===== config.mk =====
export PLATFORM = sky130hd
export DESIGN_NAME = btn_step_conditioner
export DESIGN_NICKNAME = d
export VERILOG_FILES = /design/src/rtl/btn_step_conditioner_pkg.sv /design/src/rtl/btn_step_conditioner_sync2.sv /design/src/rtl/btn_step_conditioner.sv
export SDC_FILE = /design/constraint.sdc
export NUM_CORES = 1
export LEC_CHECK = 0
export CAP_MARGIN = 20
export CELL_PAD_IN_SITES_DETAIL_PLACEMENT = 0
export CELL_PAD_IN_SITES_GLOBAL_PLACEMENT = 2
export CORE_MARGIN = 3
export CORE_UTILIZATION = 30
export CTS_CLUSTER_SIZE = 20
export DETAILED_ROUTE_END_ITERATION = 10
export PLACE_DENSITY_LB_ADDON = 0.08
export SYNTH_ARGS = -nofsm -noshare
export SYNTH_HDL_FRONTEND = slang
export SYNTH_SLANG_ARGS = --single-unit

===== constraint.sdc =====
create_clock -name clk -period 2.1 [get_ports clk]
set_clock_uncertainty 0.1 [all_clocks]
set_input_delay 0.315 -clock clk [delete_from_list [all_inputs] [get_ports clk]]
set_output_delay 0.315 -clock clk [all_outputs]
set_load 0.02 [all_outputs]

===== src/rtl/btn_step_conditioner_pkg.sv =====
// Shared definitions for push-button input conditioning blocks.
// Latency: none (types and helpers only).
// Backpressure: not applicable.
package btn_step_conditioner_pkg;

  // Debounce FSM encoding, shared with the other board-input blocks.
  typedef enum logic [1:0] {
    ST_IDLE       = 2'd0,
    ST_PRESS_WAIT = 2'd1,
    ST_HELD       = 2'd2,
    ST_REL_WAIT   = 2'd3
  } btn_state_e;

  // Larger of two integers, used to size the shared counter width.
  function automatic int max_int(input int a, input int b);
    return (a > b) ? a : b;
  endfunction

endpackage


===== src/rtl/btn_step_conditioner_sync2.sv =====
// Two-flop synchroniser for one asynchronous level into the clk domain.
// Latency: 2 cycles from d sampled to q.
// Backpressure: none, free-running.
module btn_step_conditioner_sync2 (
  input  logic clk,
  input  logic clr,
  input  logic d,
  output logic q
);

  logic s1_d, s1_q;
  logic s2_d, s2_q;

  // Shift the raw level through two stages.
  always_comb begin
    s1_d = d;
    s2_d = s1_q;
  end

  // Synchroniser stages, cleared synchronously so a reset drops any stale level.
  always_ff @(posedge clk) begin
    if (clr) begin
      s1_q <= 1'b0;
      s2_q <= 1'b0;
    end else begin
      s1_q <= s1_d;
      s2_q <= s2_d;
    end
  end

  assign q = s2_q;

endmodule


===== src/rtl/btn_step_conditioner.sv =====
// Turns a raw push-button level into debounced level plus single-cycle press/release strobes.
// Latency: input stable from posedge k -> strobe in the cycle after posedge k+DEBOUNCE_CYCLES+2.
// Backpressure: none; strobes are fire-and-forget one-cycle events.
module btn_step_conditioner
  import btn_step_conditioner_pkg::*;
#(
  parameter int DEBOUNCE_CYCLES = 16,
  parameter int REPEAT_CYCLES   = 0
) (
  input  logic clk,
  input  logic clr,
  input  logic btn_in,
  output logic btn_level,
  output logic press_pulse,
  output logic release_pulse,
  output logic busy
);

  // Counter width is derived so both debounce and repeat terminal counts fit.
  localparam int CNT_W = $clog2(max_int(DEBOUNCE_CYCLES, REPEAT_CYCLES) + 1);
  localparam bit RPT_EN = (REPEAT_CYCLES > 0);
  localparam logic [CNT_W-1:0] DEB_LAST = CNT_W'(DEBOUNCE_CYCLES - 1);
  localparam logic [CNT_W-1:0] RPT_LAST = RPT_EN ? CNT_W'(REPEAT_CYCLES - 1) : '0;

  logic       btn_sync;
  btn_state_e state_d, state_q;
  logic [CNT_W-1:0] deb_cnt_d, deb_cnt_q;
  logic [CNT_W-1:0] rpt_cnt_d, rpt_cnt_q;
  logic btn_level_d, btn_level_q;
  logic press_pulse_d, press_pulse_q;
  logic release_pulse_d, release_pulse_q;
  logic busy_d, busy_q;

  // The FSM only ever observes the synchronised level.
  btn_step_conditioner_sync2 u_sync2 (
    .clk (clk),
    .clr (clr),
    .d   (btn_in),
    .q   (btn_sync)
  );

  // State, counters and registered outputs; clr discards any debounce progress.
  always_ff @(posedge clk) begin
    if (clr) begin
      state_q         <= ST_IDLE;
      deb_cnt_q       <= '0;
      rpt_cnt_q       <= '0;
      btn_level_q     <= 1'b0;
      press_pulse_q   <= 1'b0;
      release_pulse_q <= 1'b0;
      busy_q          <= 1'b0;
    end else begin
      state_q         <= state_d;
      deb_cnt_q       <= deb_cnt_d;
      rpt_cnt_q       <= rpt_cnt_d;
      btn_level_q     <= btn_level_d;
      press_pulse_q   <= press_pulse_d;
      release_pulse_q <= release_pulse_d;
      busy_q          <= busy_d;
    end
  end

  // Next state and counter updates; counters reload on entry and never wrap.
  always_comb begin
    state_d   = state_q;
    deb_cnt_d = deb_cnt_q;
    rpt_cnt_d = rpt_cnt_q;
    case (state_q)
      ST_IDLE: begin
        if (btn_sync) begin
          state_d   = ST_PRESS_WAIT;
          deb_cnt_d = '0;
        end
      end
      ST_PRESS_WAIT: begin
        if (!btn_sync) begin
          state_d = ST_IDLE;
        end else if (deb_cnt_q == DEB_LAST) begin
          state_d   = ST_HELD;
          rpt_cnt_d = '0;
        end else begin
          deb_cnt_d = deb_cnt_q + CNT_W'(1);
        end
      end
      ST_HELD: begin
        // Leaving HELD takes priority over a repeat terminal count.
        if (!btn_sync) begin
          state_d   = ST_REL_WAIT;
          deb_cnt_d = '0;
        end else if (RPT_EN) begin
          if (rpt_cnt_q == RPT_LAST) begin
            rpt_cnt_d = '0;
          end else begin
            rpt_cnt_d = rpt_cnt_q + CNT_W'(1);
          end
        end
      end
      ST_REL_WAIT: begin
        if (btn_sync) begin
          state_d   = ST_HELD;
          rpt_cnt_d = '0;
        end else if (deb_cnt_q == DEB_LAST) begin
          state_d = ST_IDLE;
        end else begin
          deb_cnt_d = deb_cnt_q + CNT_W'(1);
        end
      end
      default: begin
        state_d = ST_IDLE;
      end
    endcase
  end

  // Output decode feeding the output flops; strobes mirror the terminal transitions above.
  always_comb begin
    press_pulse_d = 1'b0;
    if (state_q == ST_PRESS_WAIT && btn_sync && deb_cnt_q == DEB_LAST) begin
      press_pulse_d = 1'b1;
    end
    if (RPT_EN && state_q == ST_HELD && btn_sync && rpt_cnt_q == RPT_LAST) begin
      press_pulse_d = 1'b1;
    end
    release_pulse_d = (state_q == ST_REL_WAIT) && !btn_sync && (deb_cnt_q == DEB_LAST);
    btn_level_d     = (state_d == ST_HELD) || (state_d == ST_REL_WAIT);
    busy_d          = (state_d == ST_PRESS_WAIT) || (state_d == ST_REL_WAIT);
  end

  assign btn_level     = btn_level_q;
  assign press_pulse   = press_pulse_q;
  assign release_pulse = release_pulse_q;
  assign busy          = busy_q;

endmodule


-- After elaboration in Yosys (flattened, before gate mapping)
Cells that the tools add are included.
- add/subtract/negate cells: 1
- reductions and logical operators: 9
- multiplexer cells: 14
- equal/unequal tests: 11
- operators with widths (kind ; count):
    two-way mux 5 bit ; 5
    case mux 5 bit (4 select lines) ; 1
    two-way mux 2 bit ; 6
    == test 2 bit, second input constant ; 4
    case mux 2 bit (4 select lines) ; 1
    adder 5 x 1 -> 5 bit, second input constant ; 1
    == test 5 x 4 -> 1 bit, second input constant ; 1
    == test 2 x 1 -> 1 bit, second input constant ; 2
    logical AND 1 bit ; 4
    inequality test 2 x 1 -> 1 bit, second input constant ; 2
    inequality test 2 bit, second input constant ; 2
    AND reduction 4 bit ; 1
    zero test 2 bit ; 1
    logical OR 1 bit ; 2
    zero test 1 bit ; 1
    two-way mux 1 bit ; 1
- flip-flop bits (word level): 13
- word-level logic and storage cells: 43
- input bits: 3
- output and inout bits: 4

-- Depth between registers and ports, before layout
Gate-level depths: netlist of run 1.
- depth after elaboration: 6
- depth in mapped cells: 7
- gate-level depth less buffers: 6

-- Cells and area by module
From an unflattened synthesis of run 1, not the netlist that was laid out.
- cells, all modules: 51
- area total of the unflattened synthesis: 488.0 µm²
- modules (own cells, without submodules) (module ; instances ; cells each ; sequential area each (µm²) ; area an instance (µm²)):
    btn_step_conditioner ; 1 ; 47 ; 200.2 ; 435.4
    btn_step_conditioner_sync2 ; 1 ; 4 ; 40.0 ; 52.6

-- Least setup slack after synthesis of run 1
Ideal clock, no wire load.
- kind: register to register
- start point: register deb_cnt_q[0]
- end point: register deb_cnt_q[3]
- slack: 0.203 ns
- stages on the path, launching flop included: 8
- path buffers: 1
- arrival time: 1.727 ns
- cells stage by stage: dfxtp_1 -> ha_1 -> and3_1 -> ha_1 -> and2_1 -> clkbuf_1 -> or4_1 -> a21oi_1
- longest elaborated chain between the ends: 4
- elaborated cells on any way between the ends: 6
- those cells by class: add/sub (1); eq/ne (1); mux (4)
- ends and longest elaborated chain (what ; RTL line ; RTL):
    from (decl) ; btn_step_conditioner.sv:27 ; logic [CNT_W-1:0] deb_cnt_d, deb_cnt_q;
    from (signal assigned) ; btn_step_conditioner.sv:54 ; deb_cnt_q <= deb_cnt_d;
    adder 5 x 1 -> 5 bit or == test 5 x 4 -> 1 bit (tied branches) ; n/a ;
    two-way mux 5 bit (*) ; btn_step_conditioner.sv:78, btn_step_conditioner.sv:102 ;
    two-way mux 5 bit, on equally long branches ; btn_step_conditioner.sv:99, btn_step_conditioner.sv:76 ;
    case mux 5 bit (4 select lines) (*) ; btn_step_conditioner.sv:68 ; case (state_q)
Every way passes the cells marked *; elsewhere a longest branch is shown, timed or not. The select of a mux whose other input is x is not followed.
A chain may end at the register's enable or synchronous reset.

-- Final worst setup path of run 1
Same ends and word-level chain as after synthesis.

==> results of run 1 <==
-- placed cells by master, fill, tap and decap left out --
cell / synthesis / routed
and3_1: 2 / 2
nand2_1: 3 / 3
nand3_1: 1 / 1
clkbuf_4: 0 / 3
clkdlybuf4s50_1: 0 / 6
or4_1: 2 / 2
nor2b_1: 2 / 2
o21ai_0: 3 / 3
nor3_1: 2 / 2
nand4_1: 1 / 1
ha_1: 3 / 3
o21bai_1: 1 / 1
inv_1: 2 / 2
xor2_1: 1 / 1
nor4b_1: 2 / 2
nand4b_1: 1 / 1
dfxtp_1: 12 / 12
xnor2_1: 1 / 1
o31ai_1: 2 / 2
and2_1: 1 / 1
a21oi_1: 7 / 7
-- power by group through the flow --
stage          Sequential [W]  Clock [W]  Combinational, W
5_1_grt              0.000234   0.000153         0.0000182
3_5_place_dp         0.000239          0         0.0000166
3_3_place_gp         0.000239          0         0.0000160
6_report             0.000234   0.000135         0.0000166
2_1_floorplan        0.000239          0        0.00000924
4_1_cts              0.000234   0.000141         0.0000167
-- path summary, 6_finish.rpt --
path                                   start           end  slack, ns  cells after the start
worst max-delay path            deb_cnt_q[0]  deb_cnt_q[3]       0.13                      6
worst min-delay path            u_sync2.s1_q     u_sync2.q       0.34                      1
worst max register to register  deb_cnt_q[0]  deb_cnt_q[3]       0.13                      6
worst min register to register  u_sync2.s1_q     u_sync2.q       0.34                      1
-- final cells by class --
type,instances,area (µm²)
inverter,2,7.51
clock buffer,3,22.5
sequential,12,240
multi-input combinational,35,233
tap,15,18.8
timing repair buffer,6,60.1
fill,148,833
-- metrics by stage --
stage               hold slack [ns]  setup slack, ns  power, W
global placement              0.318            0.183  0.000255
global route                  0.369           0.0690  0.000406
CTS                           0.343            0.148  0.000391
finish                        0.344            0.133  0.000386
floorplan                     0.314            0.203  0.000248
detailed placement            0.326            0.176  0.000256
-- flip-flops by register name, summed over array words and instances (netlist names) --
signal         flops
u_sync2.q          1
state_q            1
busy               1
release_pulse      1
btn_level          1
u_sync2.s1_q       1
deb_cnt_q          5
press_pulse        1
-- cells by family (layout without fill, tap and decap cells) --
logic type,count (synthesis),in the layout,share of synthesized area [%]
buffers and inverters,4,11,3.08
adders and majority gates,3,3,7.69
xor gates and xnor gates,2,2,3.59
DFF,12,12,49.2
AOI/OAI and AO/OA,13,13,14.9
and+or+nand+nor,17,17,21.5
-- per-layer routing --
layer  global-route usage [%]  vias to the layer above
met4                     6.82                        0
met3                     3.52                        0
met5                        0                        -
met1                     15.3                      159
met2                     13.2                       12
li1                         -                      200
==> impl_metrics.yaml, run 1 <==
critical_path:
  worstSetupEndpointType: "flip-flop"
  cp_cell_sequence: "ha_1, and3_1, ha_1, and2_1, or4_1, a21oi_1"
  crit_slowest_cell: "or4_1"
  crit_buf_inv: 0
  cp_max_fo: 8
  cp_slowest_stage_delay_ns: 0.48
  path_delay_family: "simple AND/OR/NAND/NOR gates"
  arrival_ns: 2.06
  start_kind: "flip-flop"
  worstPathRequired_ns: 2.20
  crit_path_frequent_cell: "ha_1"
  worstSetupPathType: "flip-flop to flip-flop"
pwr:
  power_frac_comb_pct: 4.3
  vdd_drop_max_mv: 0.292
  clkPwrFrac_pct: 35.1
  p_per_area_nw_per_um2: 663
  seqPwrFrac_pct: 60.6
  switching_power_w: 0.0000809
  power.internal_w: 0.000305
  cellLeakagePower_nw: 0.204
  p_sw_share_pct: 21.0
die:
  fp.dieH_um: 46.3
  die_area_um2: 2150
  start_util_pct: 34.5
  core_area_um2: 1420
  die_x_um: 46.3
  num_rows: 13
  io_pins: 7
global_route:
  grt_start_max_net_pins: 11
  grt_use_total_pct: 10.7
  grt_antenna_before_repair: 0
  grt_overflow_total: 0
  grt_pass1_vias: 352
  grt_pass1_wl_um: 1610
drt:
  via_per_inst: 5.08
  wl_met3_um: 39
  dr.max_layer_used: "met3"
  drc: 0
  wire_per_inst_um: 12.3
  drt_iter0_markers: 9
  wl_met1_um: 473
  wirelength_um: 898
  dr.pass1.iters: 4
  num_vias: 371
  dr_wl_met2_um: 385
  antenna_left: 0
yosys:
  async_flop_share_pct: 0
  seq_area_frac_synth_pct: 49.2
  yosys_warnings: 0
  synth_common_cells: "12 x dfxtp_1, 7 x a21oi_1, 3 x ha_1, 3 x nand2_1, 3 x o21ai_0"
  synth_edf_count: 0
  synth_top_area_cell: "dfxtp_1"
  syn_inst: 51
  ys_ff_latch: 12
  syn-num-nets: 57
  synthTopCellsByArea: "dfxtp_1 49%, ha_1 7.7%, a21oi_1 7.2%"
  synth_flop_cell: "dfxtp_1"
  yosysUniqueCellTypes: 20
  synth_most_common_cell: "dfxtp_1"
  netlist.area_leader.share_pct: 49.2
  syn_avg_cell_area_um2: 9.57
  netlist_area_um2: 488
sta:
  final_max_slew_viol_count: 0
  fin_crit_sh_pct: 93.6
  finalSetupTns_ns: 0
  setup_viol_count_final: 0
  hold_viol: 0
  rsz0062_at_grt: "false"
  min_period_ns: 1.97
  worstMarginPinSlew_ns: 0.615
  timing.fmax_mhz: 509
  slew_headroom_pct: 58.7
clocking:
  cts_max_path_buffers: 2
  cts_tree: "built"
  cts-resized-gates: 0
  cts_setup_buffers: 0
  ctsRootBufferMaster: "clkbuf_4"
  cts.clk_slew.worst_paths_ns: 0.07
  cts_sinks: 12
  cts_max_level: 1
  hold_buffers: 0
  cts_buffers: 3
  clock_latency_ns: 0.26
final_layout:
  area_growth_pct: 19.2
  fin_area_um2: 582
  drive_gt1_share_pct: 5.17
  fin_cells: 73
  antenna_cells: 0
  nets: 66
  final_util_pct: 41.1
place:
  hpwl_um: 615
  port_buffers: 6
  dpl-instance-area_um2: 559
  dp_cells: 70
  place.gp.congestion: 0.710
job:
  max-cap-violations: 0
hold_path:
  hold_class: "flip-flop to flip-flop"
status:
  status: "complete, no violations"
Power figures use the tool's default switching activity.
==> run 2: changes to the inputs <==
--- a/config.mk
+++ b/config.mk
@@ -5,6 +5,7 @@
 export SDC_FILE = /design/constraint.sdc
 export NUM_CORES = 1
 export LEC_CHECK = 0
+export ABC_CLOCK_PERIOD_IN_PS = 2100
 export CAP_MARGIN = 20
 export CELL_PAD_IN_SITES_DETAIL_PLACEMENT = 0
 export CELL_PAD_IN_SITES_GLOBAL_PLACEMENT = 2
@@ -12,7 +13,7 @@
 export CORE_UTILIZATION = 30
 export CTS_CLUSTER_SIZE = 20
 export DETAILED_ROUTE_END_ITERATION = 10
-export PLACE_DENSITY_LB_ADDON = 0.08
+export PLACE_DENSITY_LB_ADDON = 0.1
 export SYNTH_ARGS = -nofsm -noshare
 export SYNTH_HDL_FRONTEND = slang
 export SYNTH_SLANG_ARGS = --single-unit
==> run 2 against run 1 <==
Effect of this change: hold slack better by 0.013 ns; clock-buffer cell count stayed put; non-clock buffer count stayed put; register-to-register slack better by 0.03 ns; sequential power hardly changed; utilization stayed put; sequential share of layout area stayed put; via count is 5.1% higher; worst setup slack better by 0.028 ns; critical path type unchanged; largest cell class unchanged.
==> impl_metrics.yaml, run 2 (same netlist as run 1, synthesis figures left out) <==
clocking:
  clock_latency_ns: 0.26
  cts_max_level: 1
  cts.clk_slew.worst_paths_ns: 0.07
  hold_buffers: 0
  cts-resized-gates: 0
  ctsRootBufferMaster: "clkbuf_4"
  cts_buffers: 3
  cts_setup_buffers: 0
  cts_tree: "built"
  cts_max_path_buffers: 2
  cts_sinks: 12
place:
  hpwl_um: 630
  place_ws_ns: 0.182
  place.gp.congestion: 0.722
  port_buffers: 6
pwr:
  p_per_area_nw_per_um2: 661
  p_total_w: 0.000384
  cellLeakagePower_nw: 0.204
  vdd_drop_max_mv: 0.191
status:
  status: "complete, no violations"
die:
  core_area_um2: 1420
  io_pins: 7
  start_util_pct: 34.5
  num_rows: 13
  die_area_um2: 2150
  die_x_um: 46.3
  fp.dieH_um: 46.3
sta:
  finalSetupTns_ns: 0
  min_period_ns: 1.94
  final_max_slew_viol_count: 0
  rsz0062_at_grt: "false"
  holdWs_ns: 0.357
  worstMarginPinSlew_ns: 0.601
  fin_crit_sh_pct: 92.3
  timing.fmax_mhz: 516
  fin_ws_ns: 0.161
  slew_headroom_pct: 59.6
  hold_viol: 0
  setup_viol_count_final: 0
drt:
  wire_per_inst_um: 11.9
  antenna_left: 0
  num_vias: 390
  via_per_inst: 5.34
  wirelength_um: 866
  drt_iter0_markers: 5
  dr.pass1.iters: 4
  drc: 0
hold_path:
  hold_class: "flip-flop to flip-flop"
final_layout:
  area_growth_pct: 19.2
  largest_reg_flops: 5
  nets: 66
  top_register: "deb_cnt_q"
  antenna_cells: 0
  drive_gt1_share_pct: 5.17
  final_util_pct: 41.1
  final_cell_mix: "12 x dfxtp_1, 7 x a21oi_1, 6 x clkdlybuf4s50_1"
  final_common_cell: "dfxtp_1"
global_route:
  grt_start_max_net_pins: 11
  grt_use_total_pct: 9.93
  grt_antenna_before_repair: 0
  grt_overflow_total: 0
  grt_pass1_vias: 361
  grt_pass1_wl_um: 1520
critical_path:
  cp_max_fo: 8
  worstSetupPathType: "flip-flop to flip-flop"
  arrival_ns: 2.04
  worstSetupEndpointType: "flip-flop"
  worstPathRequired_ns: 2.20
  start_kind: "flip-flop"
job:
  max-cap-violations: 0
-- run 2: metal layers --
layer  vias up  part of all wire [%]  global-route usage, %  wire length [µm]
met1       178                    50                   13.6               431
met5         -                     0                      0                 0
li1        200                     -                      -                 -
met2        10                    44                   14.3               379
met3         2                   5.3                   2.34                46
met4         0                   1.2                   5.11                10
-- run 2: metrics by stage --
stage	std cells	area (µm²)
after global routing	73	582
after floorplan	51	488
after detailed placement	70	559
after global placement	70	559
final	73	582
after CTS	73	582
-- run 2: critical path: stages (launching register included) --
cell and delay, ns:
dfxtp_1 0.33, ha_1 0.21, and3_1 0.20, ha_1 0.19, and2_1 0.21, or4_1 0.48
a21oi_1 0.15
-- run 2: worst paths after layout --
check                       to  slack (ns)  cells past startpoint         start
setup / recovery  deb_cnt_q[3]        0.16                      6  deb_cnt_q[0]
hold / removal       u_sync2.q        0.36                      1  u_sync2.s1_q
setup reg to reg  deb_cnt_q[3]        0.16                      6  deb_cnt_q[0]
hold reg to reg      u_sync2.q        0.36                      1  u_sync2.s1_q
-- run 2: final cells by class --
type / count / area [µm²]
Fill cell: 147 / 833
Sequential cell: 12 / 240
Timing Repair Buffer: 6 / 60.1
Multi-Input combinational cell: 35 / 233
Tap cell: 15 / 18.8
Inverter: 2 / 7.51
Clock buffer: 3 / 22.5
-- run 2: where the power goes --
group | switching (W) | internal [W]
Combinational | 0.00000843 | 0.00000791
Clock | 0.0000680 | 0.0000662
Sequential | 0.00000311 | 0.000231
